--- config.mk ---
export PLATFORM = sky130hd
export DESIGN_NAME = coin_io_ctrl
export DESIGN_NICKNAME = d
export VERILOG_FILES = /design/src/rtl/coin_io_ctrl.sv
export SDC_FILE = /design/constraint.sdc
export NUM_CORES = 1
export LEC_CHECK = 0
export BUFFER_PORTS_ARGS = -buffer_cell sky130_fd_sc_hd__buf_2
export CORE_UTILIZATION = 35
export CTS_BUF_LIST = sky130_fd_sc_hd__clkbuf_8 sky130_fd_sc_hd__clkbuf_16
export DETAILED_ROUTE_END_ITERATION = 8
export SLEW_MARGIN = 10
export SYNTH_ARGS = -nofsm -noshare
export SYNTH_HDL_FRONTEND = slang
export SYNTH_SLANG_ARGS = --single-unit
--- constraint.sdc ---
create_clock -name clock -period 3.3 [get_ports clock]
set_input_delay 0.825 -clock clock [delete_from_list [all_inputs] [get_ports clock]]
set_output_delay 0.825 -clock clock [all_outputs]
set_load 0.05 [all_outputs]
--- src/rtl/coin_io_ctrl.sv ---
`default_nettype none
// ============================================================================
//  Module   : coin_io_ctrl
//  Purpose  : Memory-mapped coin peripheral sitting on the processor dmem port.
//             Word addresses MMIO_BASE..MMIO_BASE+3 hit the peripheral
//             registers (STATUS, COIN, DISPENSE, BALANCE). Every other address
//             passes through to the data RAM. Coin-acceptor events are queued
//             in a FIFO. A pulse-timed FSM drives the coin dispenser solenoid.
//  Ports    : clock, reset             - clock, synchronous active-high reset
//             address_dmem, data, wren - processor memory-stage access
//             q_dmem                   - load data returned to the processor
//             ram_wren, q_ram          - data RAM write enable / load data
//             coin_valid, coin_type    - coin-inserted strobe and denomination
//             dispense_pulse           - registered solenoid drive
//             dispense_busy            - dispenser FSM not idle
//  Config   : define COIN_IO_BALANCE_EN to build the 32-bit BALANCE register.
//             When it is undefined, BALANCE reads 0 and ignores writes.
//  Revision : 1.0 - initial release
// ============================================================================
module coin_io_ctrl #(
  parameter logic [31:0] MMIO_BASE    = 32'h0000_F000,
  parameter int          FIFO_DEPTH   = 8,
  parameter int          PULSE_CYCLES = 4,
  parameter int          GAP_CYCLES   = 4
) (
  input  logic        clock,
  input  logic        reset,
  input  logic [31:0] address_dmem,
  input  logic [31:0] data,
  input  logic        wren,
  output logic [31:0] q_dmem,
  output logic        ram_wren,
  input  logic [31:0] q_ram,
  input  logic        coin_valid,
  input  logic [1:0]  coin_type,
  output logic        dispense_pulse,
  output logic        dispense_busy
);

  localparam int PTR_W = $clog2(FIFO_DEPTH);
  localparam int OCC_W = PTR_W + 1;
  localparam int TMAX  = (PULSE_CYCLES > GAP_CYCLES) ? PULSE_CYCLES : GAP_CYCLES;
  // The timer only ever holds 0..TMAX-1.
  localparam int TMR_W = (TMAX > 1) ? $clog2(TMAX) : 1;
  localparam logic [TMR_W-1:0] PULSE_LAST = TMR_W'(PULSE_CYCLES - 1);
  localparam logic [TMR_W-1:0] GAP_LAST   = TMR_W'(GAP_CYCLES - 1);
  localparam logic [OCC_W-1:0] OCC_FULL   = OCC_W'(FIFO_DEPTH);

  // ---------------------------------------------------------------- decode
  logic       w_hit;
  logic [1:0] w_off;
  logic       w_reg_wr;
  logic       w_wr_status;
  logic       w_wr_coin;
  logic       w_wr_disp;

  assign w_hit       = (address_dmem[31:2] == MMIO_BASE[31:2]);
  assign w_off       = address_dmem[1:0];
  assign w_reg_wr    = wren & w_hit;
  assign w_wr_status = w_reg_wr && (w_off == 2'd0);
  assign w_wr_coin   = w_reg_wr && (w_off == 2'd1);
  assign w_wr_disp   = w_reg_wr && (w_off == 2'd2);

  // ---------------------------------------------------------------- FIFO
  logic [1:0]       r_fifo [FIFO_DEPTH];
  logic [PTR_W-1:0] r_wptr;
  logic [PTR_W-1:0] r_rptr;
  logic [OCC_W-1:0] r_occ;
  logic             r_ovf;
  logic             w_empty;
  logic             w_full;
  logic             w_pop;
  logic             w_push;
  logic             w_ovf_set;

  assign w_empty   = (r_occ == '0);
  assign w_full    = (r_occ == OCC_FULL);
  assign w_pop     = w_wr_coin & ~w_empty;
  // A pop in the same cycle frees the slot, so a full FIFO still accepts.
  assign w_push    = coin_valid & (~w_full | w_pop);
  assign w_ovf_set = coin_valid & w_full & ~w_pop;

  always_ff @(posedge clock) begin
    if (w_push) begin
      r_fifo[r_wptr] <= coin_type;
    end
  end

  always_ff @(posedge clock) begin
    if (reset) begin
      r_wptr <= '0;
      r_rptr <= '0;
      r_occ  <= '0;
      r_ovf  <= 1'b0;
    end else begin
      if (w_push) r_wptr <= r_wptr + PTR_W'(1);
      if (w_pop)  r_rptr <= r_rptr + PTR_W'(1);
      case ({w_push, w_pop})
        2'b10:   r_occ <= r_occ + OCC_W'(1);
        2'b01:   r_occ <= r_occ - OCC_W'(1);
        default: r_occ <= r_occ;
      endcase
      // Setting the sticky flag takes priority over a software clear.
      if (w_ovf_set) begin
        r_ovf <= 1'b1;
      end else if (w_wr_status && data[3]) begin
        r_ovf <= 1'b0;
      end
    end
  end

  // ---------------------------------------------------------------- dispenser
  typedef enum logic [1:0] {
    ST_IDLE  = 2'd0,
    ST_PULSE = 2'd1,
    ST_GAP   = 2'd2
  } disp_state_t;

  disp_state_t      r_state;
  disp_state_t      w_state_nxt;
  logic [7:0]       r_count;
  logic [7:0]       w_count_nxt;
  logic [TMR_W-1:0] r_timer;
  logic [TMR_W-1:0] w_timer_nxt;
  logic             r_pulse;

  always_comb begin
    w_state_nxt = r_state;
    w_count_nxt = r_count;
    w_timer_nxt = r_timer;
    case (r_state)
      ST_IDLE: begin
        if (w_wr_disp && (data[7:0] != 8'd0)) begin
          w_state_nxt = ST_PULSE;
          w_count_nxt = data[7:0];
          w_timer_nxt = '0;
        end
      end
      ST_PULSE: begin
        if (r_timer == PULSE_LAST) begin
          w_state_nxt = ST_GAP;
          w_count_nxt = r_count - 8'd1;
          w_timer_nxt = '0;
        end else begin
          w_timer_nxt = r_timer + TMR_W'(1);
        end
      end
      ST_GAP: begin
        // The gap always runs to completion, including after the last coin.
        if (r_timer == GAP_LAST) begin
          w_timer_nxt = '0;
          w_state_nxt = (r_count != 8'd0) ? ST_PULSE : ST_IDLE;
        end else begin
          w_timer_nxt = r_timer + TMR_W'(1);
        end
      end
      default: begin
        w_state_nxt = ST_IDLE;
        w_count_nxt = 8'd0;
        w_timer_nxt = '0;
      end
    endcase
  end

  always_ff @(posedge clock) begin
    if (reset) begin
      r_state <= ST_IDLE;
      r_count <= 8'd0;
      r_timer <= '0;
      r_pulse <= 1'b0;
    end else begin
      r_state <= w_state_nxt;
      r_count <= w_count_nxt;
      r_timer <= w_timer_nxt;
      // Dedicated flop so the solenoid drive is glitch-free.
      r_pulse <= (w_state_nxt == ST_PULSE);
    end
  end

  assign dispense_pulse = r_pulse;
  assign dispense_busy  = (r_state != ST_IDLE);

  // ---------------------------------------------------------------- balance
  logic [31:0] w_balance_rd;

`ifdef COIN_IO_BALANCE_EN
  logic        w_wr_bal;
  logic [31:0] w_coin_cents;
  logic [31:0] r_balance;

  assign w_wr_bal = w_reg_wr && (w_off == 2'd3);

  always_comb begin
    case (coin_type)
      2'd0:    w_coin_cents = 32'd1;
      2'd1:    w_coin_cents = 32'd5;
      2'd2:    w_coin_cents = 32'd10;
      default: w_coin_cents = 32'd25;
    endcase
  end

  // Only accepted pushes are credited; a same-cycle write takes the new base.
  always_ff @(posedge clock) begin
    if (reset) begin
      r_balance <= 32'd0;
    end else if (w_wr_bal) begin
      r_balance <= data + (w_push ? w_coin_cents : 32'd0);
    end else if (w_push) begin
      r_balance <= r_balance + w_coin_cents;
    end
  end

  assign w_balance_rd = r_balance;
`else
  logic [23:0] w_unused_data;
  assign w_unused_data = data[31:8];
  assign w_balance_rd  = 32'd0;
`endif

  // ---------------------------------------------------------------- read mux
  logic [31:0] w_reg_rdata;

  always_comb begin
    w_reg_rdata = 32'd0;
    case (w_off)
      2'd0:    w_reg_rdata = {28'd0, r_ovf, dispense_busy, w_full, ~w_empty};
      2'd1:    w_reg_rdata = w_empty ? 32'd0 : {30'd0, r_fifo[r_rptr]};
      2'd2:    w_reg_rdata = {24'd0, r_count};
      default: w_reg_rdata = w_balance_rd;
    endcase
  end

  assign q_dmem   = w_hit ? w_reg_rdata : q_ram;
  assign ram_wren = wren & ~w_hit;

endmodule
`default_nettype wire
==> results of run 1 <==
worst min-delay path: cells and delay by family (launching register included):
kind / cells / cell delay [ns]
simple gates: 1 / 0.05
flops: 1 / 0.32
compound gates: 1 / 0.05
metrics by stage:
step | power, mW | instance area (sq um) | cells | setup TNS, ns
final | 1.29 | 3460 | 503 | 0
after global routing | 1.35 | 3460 | 503 | 0
after CTS | 1.30 | 3420 | 503 | 0
after detailed placement | 0.802 | 3280 | 495 | 0
after global placement | 0.800 | 3280 | 495 | 0
after floorplan | 0.717 | 2590 | 292 | -0.526
area by class of cell:
cell class                      count  area [sq um]
Sequential cell                    43          1020
Tap cell                           96           120
Clock inverter                      3          71.3
Multi-Input combinational cell    222          1490
Fill cell                         672          3490
Inverter                           11          41.3
Timing Repair Buffer              123           643
Clock buffer                        5          68.8
flip-flops by register name, indices dropped and copies added, names as in the netlist, named ones only:
register,flops
r_count,8
r_fifo,16
dispense_pulse,1
r_rptr,3
r_wptr,3
r_state,2
r_occ,4
r_timer,2
r_ovf,1
per-layer routing:
metal / part of all wire, % / wire length, um
met2: 46 / 3180
met5: 0 / 0
met1: 46 / 3150
met4: 1.6 / 108
met3: 6.6 / 452
cell families after synthesis:
family / synth area share, %
flip-flops: 39.5
AND/OR/NAND/NOR: 27.7
multiplexers: 7.12
XOR/XNOR: 1.02
adder cells (fa/ha/maj): 4.36
buffers and inverters: 4.26
AO/OA/AOI/OAI: 16.0
repair_timing:
action	in CTS	in global routing
setup endpoints to repair	0	30
buffers inserted	0	0
gates resized for setup	0	7
power breakdown:
group | total (mW) | leakage, nW | internal [mW] | switching (mW)
Clock | 0.497 | 0.0703 | 0.307 | 0.190
Sequential | 0.568 | 0.364 | 0.558 | 0.00939
Combinational | 0.224 | 1.05 | 0.0806 | 0.144
Total | 1.29 | 1.48 | 0.946 | 0.343
worst paths after layout:
path                           startpoint                 endpoint  slack, ns  depth (start not counted)
setup / recovery         address_dmem[17]               q_dmem[16]       0.10                          7
hold reg to reg   r_timer[1]$_SDFFE_PP0N_  r_timer[1]$_SDFFE_PP0N_       0.47                          2
hold / removal    r_timer[1]$_SDFFE_PP0N_  r_timer[1]$_SDFFE_PP0N_       0.47                          2
setup reg to reg    r_occ[1]$_SDFFE_PP0P_    r_occ[2]$_SDFFE_PP0P_       0.88                          8
placed cells by master (no fill, tap or decap), types with 2 or more instances in the layout:
cell type    n
buf_2      112
nand2_1     30
and2_1      27
dfxtp_1     27
a21oi_1     21
nor2_1      19
edfxtp_1    16
inv_1       11
nand3_1     11
o21ai_0     11
buf_4       11
nor3_1       9
ha_1         9
o31ai_1      8
nand4_1      6
mux2i_1      6
nor4_2       5
nor2b_1      5
or4_1        5
o211ai_1     5
clkbuf_8     5
nor4_1       4
mux4_2       4
xnor2_1      3
mux2_2       3
o41ai_1      3
a311oi_1     3
and4_2       2
a21oi_2      2
a211oi_1     2
a22oi_1      2
bufinv_16    2
==> metrics.yaml, run 1 <==
yosys:
  synthesis.area_sq_um: 2580
  ys_top_cells_by_count: "nand2_1, and2_1, dfxtp_1, a21oi_1, nor2_1"
  yosys-top-cells-area: "dfxtp_1, edfxtp_1, and2_1, a21oi_1, ha_1"
  avgSynthCellArea_sq_um: 8.84
  yosys.area.top_type_share_pct: 20.9
  ys_seq_area_share_pct: 39.5
  synth_ff_type: "dfxtp_1"
  async_flop_share_pct: 0
  ys_warn_count: 0
  yosysMostFrequentCell: "nand2_1"
  synth_cell_types: 46
  synth_edf_count: 16
  synthCells: 292
  syn-num-nets: 403
  synth_largest_area_cell: "dfxtp_1"
  synth-seq-cells: 43
detailed_routing:
  first_iter_violations: 102
  dr_total_vias: 2575
  via_per_inst: 5.12
  drc: 0
  ant_nets: 0
  drt_wl_total_um: 6890
  wl_per_cell_um: 13.7
  drtPass1Iterations: 4
floorplan:
  dieHeight_um: 87.9
  start_util_pct: 37.2
  die_w_um: 87.9
  dieArea_sq_um: 7730
  io_pins: 137
  coreArea_sq_um: 6940
  row_count: 30
pwr:
  ir_worst_vdd_uv: 147
  p_per_area_nw_per_um2: 373
  leakage_nw: 1.48
sta:
  fin_skew_ns: 0.00721
  fin_crit_ns: 3.20
  relSlewSlack_pct: 66.1
  rsz0062_at_grt: "false"
  finalHoldViolations: 0
  tightest_slew_ns: 0.503
  drv_slew: 0
  hold-worst-slack_ns: 0.466
  fmax_mhz: 313
  setup_viol: 0
  worst_slack_ns: 0.104
  min_period_over_period_pct: 96.8
layout:
  fin_util_pct: 49.8
  antennaDiodeCount: 0
  syn_to_final_growth_pct: 33.9
  drive_above_1_share_pct: 37.1
  fin_nets: 517
placed_design:
  dp_hpwl_um: 5510
  io_buffers: 112
  pre_cts_slack_ns: 0.0506
  gp_routability_congestion: 0.822
clock_network:
  cts_hold_buf: 0
  tritoncts: "built"
  htree_levels: 2
  cts.reportedPaths.clkPinSlew_ns: 0.09
  clock_sinks: 43
  cts_root_buf: "clkbuf_8"
  cts_buffers: 5
  clock_path_buffers: 2
  insertion_delay_ns: 0.30
global_routing:
  grt_pass1_vias: 2376
  track_usage_pct: 18.7
  top_usage_layer: "met2"
  grtUsageMet2_pct: 32.8
  use_met1_pct: 23.2
  antenna_found_initial: 0
  grt_overflow: 0
  grt_pass1_wl_um: 11000
  grt_max_degree: 31
  met3_usage_pct: 3.02
critical_path:
  crit_buf_inv: 3
  end_kind: "output port"
  crit_path_top_delay_cell: "nor4_1"
  critPathTopFamily: "simple AND/OR/NAND/NOR gates"
  cp_slowest_stage_delay_ns: 0.33
  worstPathMaxFanout: 30
  crit_type: "in2out"
  worstPathCellList: "buf_2 > nor4_1 > and4_2 > nand2_1 > buf_4 > and2_1 > buf_2"
  critPathArrivalTime_ns: 2.37
  crit_required_ns: 2.47
  cp-start-kind: "input pin"
  cpMostUsedCell: "buf_2"
worst_hold_path:
  hold_class: "reg2reg"
status:
  outcome: "completed"
run:
  cap_violations: 0
(Power assumes the default switching activity.)
==> inputs of run 2 (changes only) <==
--- a/config.mk
+++ b/config.mk
@@ -9,6 +9,7 @@
 export CORE_UTILIZATION = 35
 export CTS_BUF_LIST = sky130_fd_sc_hd__clkbuf_8 sky130_fd_sc_hd__clkbuf_16
 export DETAILED_ROUTE_END_ITERATION = 8
+export REMOVE_ABC_BUFFERS = 1
 export SLEW_MARGIN = 10
 export SYNTH_ARGS = -nofsm -noshare
 export SYNTH_HDL_FRONTEND = slang
==> constraint.sdc (replaced) <==
create_clock -name clock -period 3.8 [get_ports clock]
set_input_delay 0.95 -clock clock [delete_from_list [all_inputs] [get_ports clock]]
set_output_delay 0.95 -clock clock [all_outputs]
set_load 0.05 [all_outputs]
==> metrics.yaml, run 2 (synthesized netlist as in run 1, its figures left out) <==
placed_design:
  dp.cells: 489  # -1.2%
  pre_cts_slack_ns: 0.296  # +0.245 ns
  dp_hpwl_um: 5350  # -2.9%
  io_buffers: 112  # unchanged
  gp_routability_congestion: 0.880  # +7.1%
critical_path:
  cpMostUsedCell: "buf_2"
  critPathTopFamily: "simple AND/OR/NAND/NOR gates"
  worstRegToRegCells: 8  # unchanged
  crit_required_ns: 2.85  # +0.38 ns
  reg2reg_to: "r_occ[2]$_SDFFE_PP0P_"
  cp-start-kind: "input pin"
  worstPathMaxFanout: 15  # -50%
  crit_type: "in2out"
  r2r_slack_ns: 1.36  # +0.48 ns
  cp_slowest_stage_delay_ns: 0.35  # +0.02 ns
  worstPathCellList: "buf_2 > nor4_1 > and4_1 > nand2_1 > buf_4 > and2_1 > buf_2"
  end_kind: "output port"
  crit_path_top_delay_cell: "nor4_1"
  reg2reg_from: "r_occ[1]$_SDFFE_PP0P_"
  crit_buf_inv: 3  # unchanged
  critPathArrivalTime_ns: 2.55  # +0.18 ns
sta:
  min_period_over_period_pct: 92.2
  setup_viol: 0  # unchanged
  tightest_slew_ns: 0.995  # +0.492 ns
  rsz0062_at_grt: "false"
  drv_slew: 0  # unchanged
  worst_slack_ns: 0.297  # +0.193 ns
  fmax_mhz: 286
  fin_skew_ns: 0.00309  # -0.00412 ns
  relSlewSlack_pct: 33.6  # -33 points
  fin_crit_ns: 3.50
  finalHoldViolations: 0  # unchanged
  hold-worst-slack_ns: 0.465  # -0.000109 ns
detailed_routing:
  via_per_inst: 5.23  # +2.2%
  drtPass1Iterations: 4  # unchanged
  drt_wl_total_um: 6680  # -3.0%
  wl_per_cell_um: 13.4  # -1.8%
  wl_met1_um: 2830  # -10%
  first_iter_violations: 143  # +40%
  dr_wl_met3_um: 610  # +35%
  top_layer: "met4"
  dr_total_vias: 2599  # +0.93%
  drc: 0  # unchanged
  wl_met2_um: 3200  # +0.76%
  ant_nets: 0  # unchanged
clock_network:
  cts.reportedPaths.clkPinSlew_ns: 0.09  # about the same
  htree_levels: 2  # unchanged
  clock_sinks: 43  # unchanged
  cts_setup_buffers: 0  # unchanged
  cts_buffers: 5  # unchanged
  cts_root_buf: "clkbuf_8"
  tritoncts: "built"
  insertion_delay_ns: 0.30  # about the same
  cts_hold_buf: 0  # unchanged
  post_cts_resized: 0  # unchanged
  clock_path_buffers: 2  # unchanged
worst_hold_path:
  hold_class: "reg2reg"
  worstHoldEndpoint: "r_ovf$_SDFFE_PP0P_"
  timing.hold.worst.start: "r_ovf$_SDFFE_PP0P_"
  hold_depth: 2  # unchanged
floorplan:
  dieHeight_um: 87.9  # unchanged
  coreArea_sq_um: 6940  # unchanged
  io_pins: 137  # unchanged
  start_util_pct: 37.2  # unchanged
  dieArea_sq_um: 7730  # unchanged
  die_w_um: 87.9  # unchanged
  row_count: 30  # unchanged
status:
  outcome: "completed"
pwr:
  sw_frac_of_total_pct: 28.5  # +1.9 points
  pwr-share-comb_pct: 18.0  # +0.6 points
  power_mw: 1.05  # -18%
  p_seq_share_pct: 46.8  # +2.8 points
  p_int_uw: 753  # -20%
  switchingPower_uw: 300  # -13%
  p_per_area_nw_per_um2: 314  # -16%
  leakage_nw: 1.44  # -2.8%
  clock_power_share_pct: 35.2  # -3.4 points
  ir_worst_vdd_uv: 204  # +39%
global_routing:
  antenna_found_initial: 0  # unchanged
  grt_pass1_wl_um: 10100  # -8.2%
  grt_overflow: 0  # unchanged
  track_usage_pct: 17.1  # -1.6 points
  grt_max_degree: 26  # -16%
  grt_pass1_vias: 2197  # -7.5%
layout:
  top_regs: "r_fifo x16, r_count x8, r_occ x4"
  final_common_cell: "buf_2"
  syn_to_final_growth_pct: 29.7
  stdcell_count: 497  # -1.2%
  regMostFlops: "r_fifo"
  antennaDiodeCount: 0  # unchanged
  fin_util_pct: 48.2  # -1.6 points
  fin_nets: 511  # -1.2%
  largest_reg_flops: 16  # unchanged
  drive_above_1_share_pct: 33.9  # -3.2 points
  final_cell_mix: "buf_2, nand2_1, and2_1, dfxtp_1, a21oi_1"
run:
  cap_violations: 0  # unchanged
## run 2: changes by cell type in the layout (fill, tap and decap cells not counted), moves of 2 or more
| cell | before | now |
|---|---|---|
| nor4_2 | 5 | 0 |
| buf_4 | 11 | 5 |
| nor4_1 | 4 | 9 |
| a21oi_1 | 21 | 23 |
| a21oi_2 | 2 | 0 |
| and4_2 | 2 | 0 |
| and4_1 | 0 | 2 |
## run 2: metal layers
layer / global-route usage [%] / vias to the layer above
li1: - / 1311
met1: 21.0 / 1142
met2: 30.5 / 142
met3: 3.30 / 4
met4: 4.32 / 0
met5: 0 / -
## run 2: cell type report
| cell class | instances | area, sq um |
|---|---|---|
| Inverter | 11 | 41.3 |
| Sequential cell | 43 | 1020 |
| Multi-Input combinational cell | 222 | 1450 |
| Clock buffer | 5 | 68.8 |
| Tap cell | 96 | 120 |
| Fill cell | 678 | 3600 |
| Timing Repair Buffer | 117 | 598 |
| Clock inverter | 3 | 47.5 |
## run 2: power groups by stage
stage	clock network, mW	logic (mW)	registers, mW
global route	0.397	0.206	0.494
floorplan	0	0.115	0.501
global placement	0	0.188	0.503
finish	0.370	0.189	0.493
detailed placement	0	0.190	0.504
CTS	0.379	0.191	0.493
## run 2: how the worst max path moves through the flow
stage	from	endpoint	slack, ns	cells after the start
floorplan	address_dmem[2]	q_dmem[2]	-0.33	4
global placement	address_dmem[17]	q_dmem[15]	0.31	7
detailed placement	address_dmem[2]	q_dmem[30]	0.30	7
CTS	address_dmem[2]	q_dmem[30]	0.29	7
global route	address_dmem[2]	q_dmem[14]	0.07	7
finish	address_dmem[11]	q_dmem[10]	0.30	7
## run 2: tightest hold or removal path, delay by kind of cell, from the launching register on
kind,cells,cell delay (ns)
AO/OA/AOI/OAI,2,0.10
flip-flops,1,0.32
## run 2: per-stage QoR
| stage | TNS (ns) | area, sq um |
|---|---|---|
| floorplan | -0.654 | 2510 |
| global placement | 0 | 3230 |
| detailed placement | 0 | 3230 |
| CTS | 0 | 3350 |
| global route | 0 | 3350 |
| finish | 0 | 3350 |
